[config.mk]
export PLATFORM = sky130hd
export DESIGN_NAME = rsa_operand_packer
export DESIGN_NICKNAME = d
export VERILOG_FILES = /design/src/rtl/rsa_operand_packer.sv
export SDC_FILE = /design/constraint.sdc
export NUM_CORES = 2
export LEC_CHECK = 0
export ABC_AREA = 1
export CAP_MARGIN = 20
export CORE_AREA = 4 4 410 412
export DETAILED_ROUTE_END_ITERATION = 8
export DIE_AREA = 0 0 414 416
export PLACE_DENSITY = 0.47
export SLEW_MARGIN = 0
export SYNTH_ARGS = -nofsm -noshare
export SYNTH_HDL_FRONTEND = slang
export SYNTH_SLANG_ARGS = --single-unit
[constraint.sdc]
create_clock -name clk -period 9.35 [get_ports clk]
set_input_delay 1.87 -clock clk [delete_from_list [all_inputs] [get_ports clk]]
set_output_delay 1.87 -clock clk [all_outputs]
set_load 0.005 [all_outputs]
[src/rtl/rsa_operand_packer.sv]
// Packs a stream of IN_W-bit words little-endian into one OUT_W-bit operand
// and presents it on a valid/ready handshake, tracking which of 5 operands is loaded.
`timescale 1ns/1ps
module rsa_operand_packer #(
  parameter int OUT_W = 1024,
  parameter int IN_W  = 32
) (
  input  logic             clk,
  input  logic             resetn,
  input  logic             sync_clr,
  input  logic [IN_W-1:0]  s_data,
  input  logic             s_valid,
  input  logic             s_last,
  output logic             s_ready,
  output logic [OUT_W-1:0] m_data,
  output logic             m_valid,
  input  logic             m_ready,
  output logic             m_short,
  output logic [2:0]       operand_idx
);

  localparam int N_WORDS = OUT_W / IN_W;
  localparam int CNT_W   = (N_WORDS > 1) ? $clog2(N_WORDS) : 1;
  localparam logic [CNT_W-1:0] LAST_CNT = CNT_W'(N_WORDS - 1);
  localparam logic [2:0]       LAST_IDX = 3'd4;

  typedef enum logic {
    FILL = 1'b0,
    HOLD = 1'b1
  } state_e;

  state_e             state_q, state_d;
  logic [CNT_W-1:0]   cnt_q, cnt_d;
  logic [OUT_W-1:0]   buf_q, buf_d;
  logic [2:0]         idx_q, idx_d;
  logic               short_q, short_d;

  // Handshake outputs decode only registered state, so neither depends
  // combinationally on s_valid or m_ready.
  assign s_ready     = (state_q == FILL);
  assign m_valid     = (state_q == HOLD);
  assign m_data      = buf_q;
  assign m_short     = short_q;
  assign operand_idx = idx_q;

  always_comb begin
    // NOTE: every signal gets a default first so no path leaves one unassigned,
    // which would otherwise infer a latch.
    state_d = state_q;
    cnt_d   = cnt_q;
    buf_d   = buf_q;
    idx_d   = idx_q;
    short_d = short_q;

    if (sync_clr) begin
      state_d = FILL;
      cnt_d   = '0;
      buf_d   = '0;
      idx_d   = '0;
      short_d = 1'b0;
    end else begin
      case (state_q)
        FILL: begin
          if (s_valid && s_ready) begin
            buf_d[int'(cnt_q)*IN_W +: IN_W] = s_data;
            if (s_last || (cnt_q == LAST_CNT)) begin
              state_d = HOLD;
              cnt_d   = '0;
              short_d = (cnt_q != LAST_CNT);
            end else begin
              cnt_d = cnt_q + 1'b1;
            end
          end
        end
        HOLD: begin
          if (m_valid && m_ready) begin
            state_d = FILL;
            // Clearing here makes the unfilled words of a short operand read as zero.
            buf_d   = '0;
            short_d = 1'b0;
            idx_d   = (idx_q == LAST_IDX) ? 3'd0 : idx_q + 3'd1;
          end
        end
        default: state_d = FILL;
      endcase
    end
  end

  // NOTE: the operand buffer is a plain register bank, not a RAM, so it is
  // reset along with the control state; a short operand relies on it being zero.
  always_ff @(posedge clk or negedge resetn) begin
    if (!resetn) begin
      state_q <= FILL;
      cnt_q   <= '0;
      buf_q   <= '0;
      idx_q   <= '0;
      short_q <= 1'b0;
    end else begin
      // NOTE: non-blocking assignments so every flop samples pre-edge values.
      state_q <= state_d;
      cnt_q   <= cnt_d;
      buf_q   <= buf_d;
      idx_q   <= idx_d;
      short_q <= short_d;
    end
  end

endmodule

==> results.toml <==
[global_routing]
grt_antenna_before_repair = 25
grt_pass1_wl_microns = 337000
grt_pass1_vias = 40200
grt_remaining_overflow = 0
track_usage_pct = 27.5
grt_max_degree = 168

[yosys]
yosys.area.top_type = "dfrtp_1"
ys_seq_area_share_pct = 59.5
async_reset_ff_share_pct = 100
yosysTopAreaCellShare_pct = 59.5
synth_area_leaders = "dfrtp_1 60%, nand2_1 22%, nand3_1 5.4%, nor2_1 2.5%, buf_2 2.2%"
synthFlopType = "dfrtp_1"
synth_edf_count = 0
ys_warn_count = 0
synthesis.nets = 5277
syn_area_sq_um = 43500
synth-seq-cells = 1034
syn_inst = 5233
synth_common_cells = "2,560 x nand2_1, 1,034 x dfrtp_1, 467 x nand3_1"
synth.avg_cell_area_sq_um = 8.31
synth.most_common_cell = "nand2_1"
ys_types = 37

[clocking]
holdBufCountCts = 0
cts_tree = "done"
post_cts_buffers = 0
htree_levels = 3
numCtsBuffers = 121
path_clk_slew_ps = 60
cts_root_buf = "clkbuf_16"
cts_buffer_depth = 3
cts_resized = 0
numClockSinks = 1034
insertion_delay_ps = 770

[layout]
final_nets = 6243
final_area_sq_um = 60600
syn_to_final_growth_pct = 39.4
final_cells = 8506
drive_above_1_share_pct = 6.20

[worst_setup_path]
crit_type = "register to register"
worstPathArrival_ps = 5640
worst-r2r-cell-count = 17
reg2reg_slack_ps = 4280
crit_fanout = 22
worstSetupStartpointType = "register"
endpoint_kind = "register"
r2r_start = "cnt_q[1]"
cp.required_ps = 9920
timing.rr.end = "m_data[990]"

[routing]
wire_per_inst_microns = 28.8
drc = 0
drtIter0Drc = 3762
firstDrtPassIters = 6
via_per_inst = 4.76
vias = 40500
antenna_left = 0
totalWireLength_microns = 245000

[floorplanning]
die_x_microns = 414
num_rows = 149
die_h_microns = 416
die_area_sq_um = 172000
io_pins = 1068
core_area_sq_um = 164000
start_util_pct = 26.4

[worst_hold_path]
hold_class = "register to register"
hold_end = "m_data[777]"
hold_depth = 2
worstHoldStart = "m_data[777]"

[place]
portBuffers = 1067
finalWeightedCongestion = 0.854
dp_cells = 8264
hpwl_microns = 176000
postPlaceCellArea_sq_um = 56300

[timing]
relSlewSlack_pct = 24.1
fin_crit_sh_pct = 54.3
setup_viol = 0
max_slew.worst_pin.slew_ps = 1140
finalHoldViolCount = 0
fin_worst_skew_ps = 41.8
fin_crit_ps = 5070
fmax_mhz = 197
rsz0062_at_grt = "no"
setup_tns_ps = 0
drv_slew = 0
hold_ws_ps = 467

[pwr]
p_leak_nw = 30.1
ir_drop_mv = 0.164
power_mw = 10.4
power_density_nw_per_um2 = 171

[outcome]
status = "finished, final reports clean"

[run]
maxCapViolations = 0
-- how the worst max path moves through the flow --
stage	startpoint	end	slack, ps	cells after the start
floorplan	cnt_q[0]	m_data[857]	6180	19
global placement	s_valid	m_data[291]	3520	11
detailed placement	sync_clr	m_data[955]	3610	12
CTS	cnt_q[1]	m_data[990]	4040	17
global route	cnt_q[1]	m_data[990]	3910	17
finish	cnt_q[1]	m_data[990]	4280	17
-- logic make-up after synthesis --
| family | synth area share (%) |
|---|---|
| compound gates | 2.26 |
| xor+xnor | 0.0201 |
| fa+ha+maj | 0.173 |
| buf+inv | 5.09 |
| simple gates | 32.9 |
| flops | 59.5 |
-- power breakdown --
part	switching [mW]	internal (mW)	leakage (nW)
Clock	2.08	2.97	2.09
Combinational	0.715	0.122	13.5
Sequential	0.00850	4.49	14.4
Total	2.80	7.58	30.1
-- sequential cells by signal, summed over array words and instances, names as in the netlist --
signal and flops:
cnt_q 5, operand_idx 3, m_short 1, m_valid 1, m_data 1024
-- through the flow --
step / worst slack [ps] / utilization [%]
after floorplan: 6180 / -
after global placement: 3520 / 34.2
after detailed placement: 3610 / 34.2
after CTS: 4040 / 36.8
after global routing: 3910 / 36.9
final: 4280 / 36.9
-- cell usage in the layout, fill, tap and decap left out, types with 8 or more instances in the layout --
| master | instances |
|---|---|
| nand2_1 | 2552 |
| clkdlybuf4s50_1 | 1066 |
| dfrtp_1 | 1033 |
| nand3_1 | 467 |
| nor2_1 | 293 |
| inv_1 | 159 |
| clkbuf_16 | 121 |
| buf_4 | 98 |
| nor3_1 | 80 |
| o21ai_0 | 70 |
| o21ai_1 | 62 |
| clkbuf_8 | 38 |
| o31ai_1 | 33 |
| nor4_1 | 32 |
| nand4_1 | 25 |
| clkbuf_1 | 25 |
| inv_2 | 21 |
| clkinv_2 | 20 |
| diode_2 | 13 |
| nand2_2 | 12 |
| nor3_2 | 10 |
| bufinv_16 | 10 |
| nor2_4 | 8 |
| nor2_2 | 8 |
-- routing by layer --
layer	wire length (microns)	vias up	share of wire (%)	track usage (%)
met3	18900	378	7.7	7.50
met1	98600	20200	40	33.8
met5	98	-	0.040	0
met2	115000	1550	47	44.8
met4	13100	16	5.4	13.0
li1	-	18300	-	-
-- worst max-delay path: stages, from the launching register on --
cell,delay [ps]
dfrtp_1,400
inv_1,110
ha_1,210
inv_1,80
nor2_4,250
inv_1,100
nor2_1,100
ha_1,230
buf_4,210
clkinv_1,300
nand2_1,290
nor2_2,650
nand2_1,700
nand2_1,220
nand2_1,420
buf_4,440
nand2_1,100
o21ai_1,60
-- cell type report --
cell class                 count  area [sq um]
antenna                       13          32.5
timing repair buffer        1172         11600
clock buffer                 184          3640
tap                         2189          2740
inverter                     184           696
sequential                  1034         25900
fill                       17200        104000
multi-input combinational   3686         15500
clock inverter                44           611
Note: power is estimated with default switching activity, not from simulation.
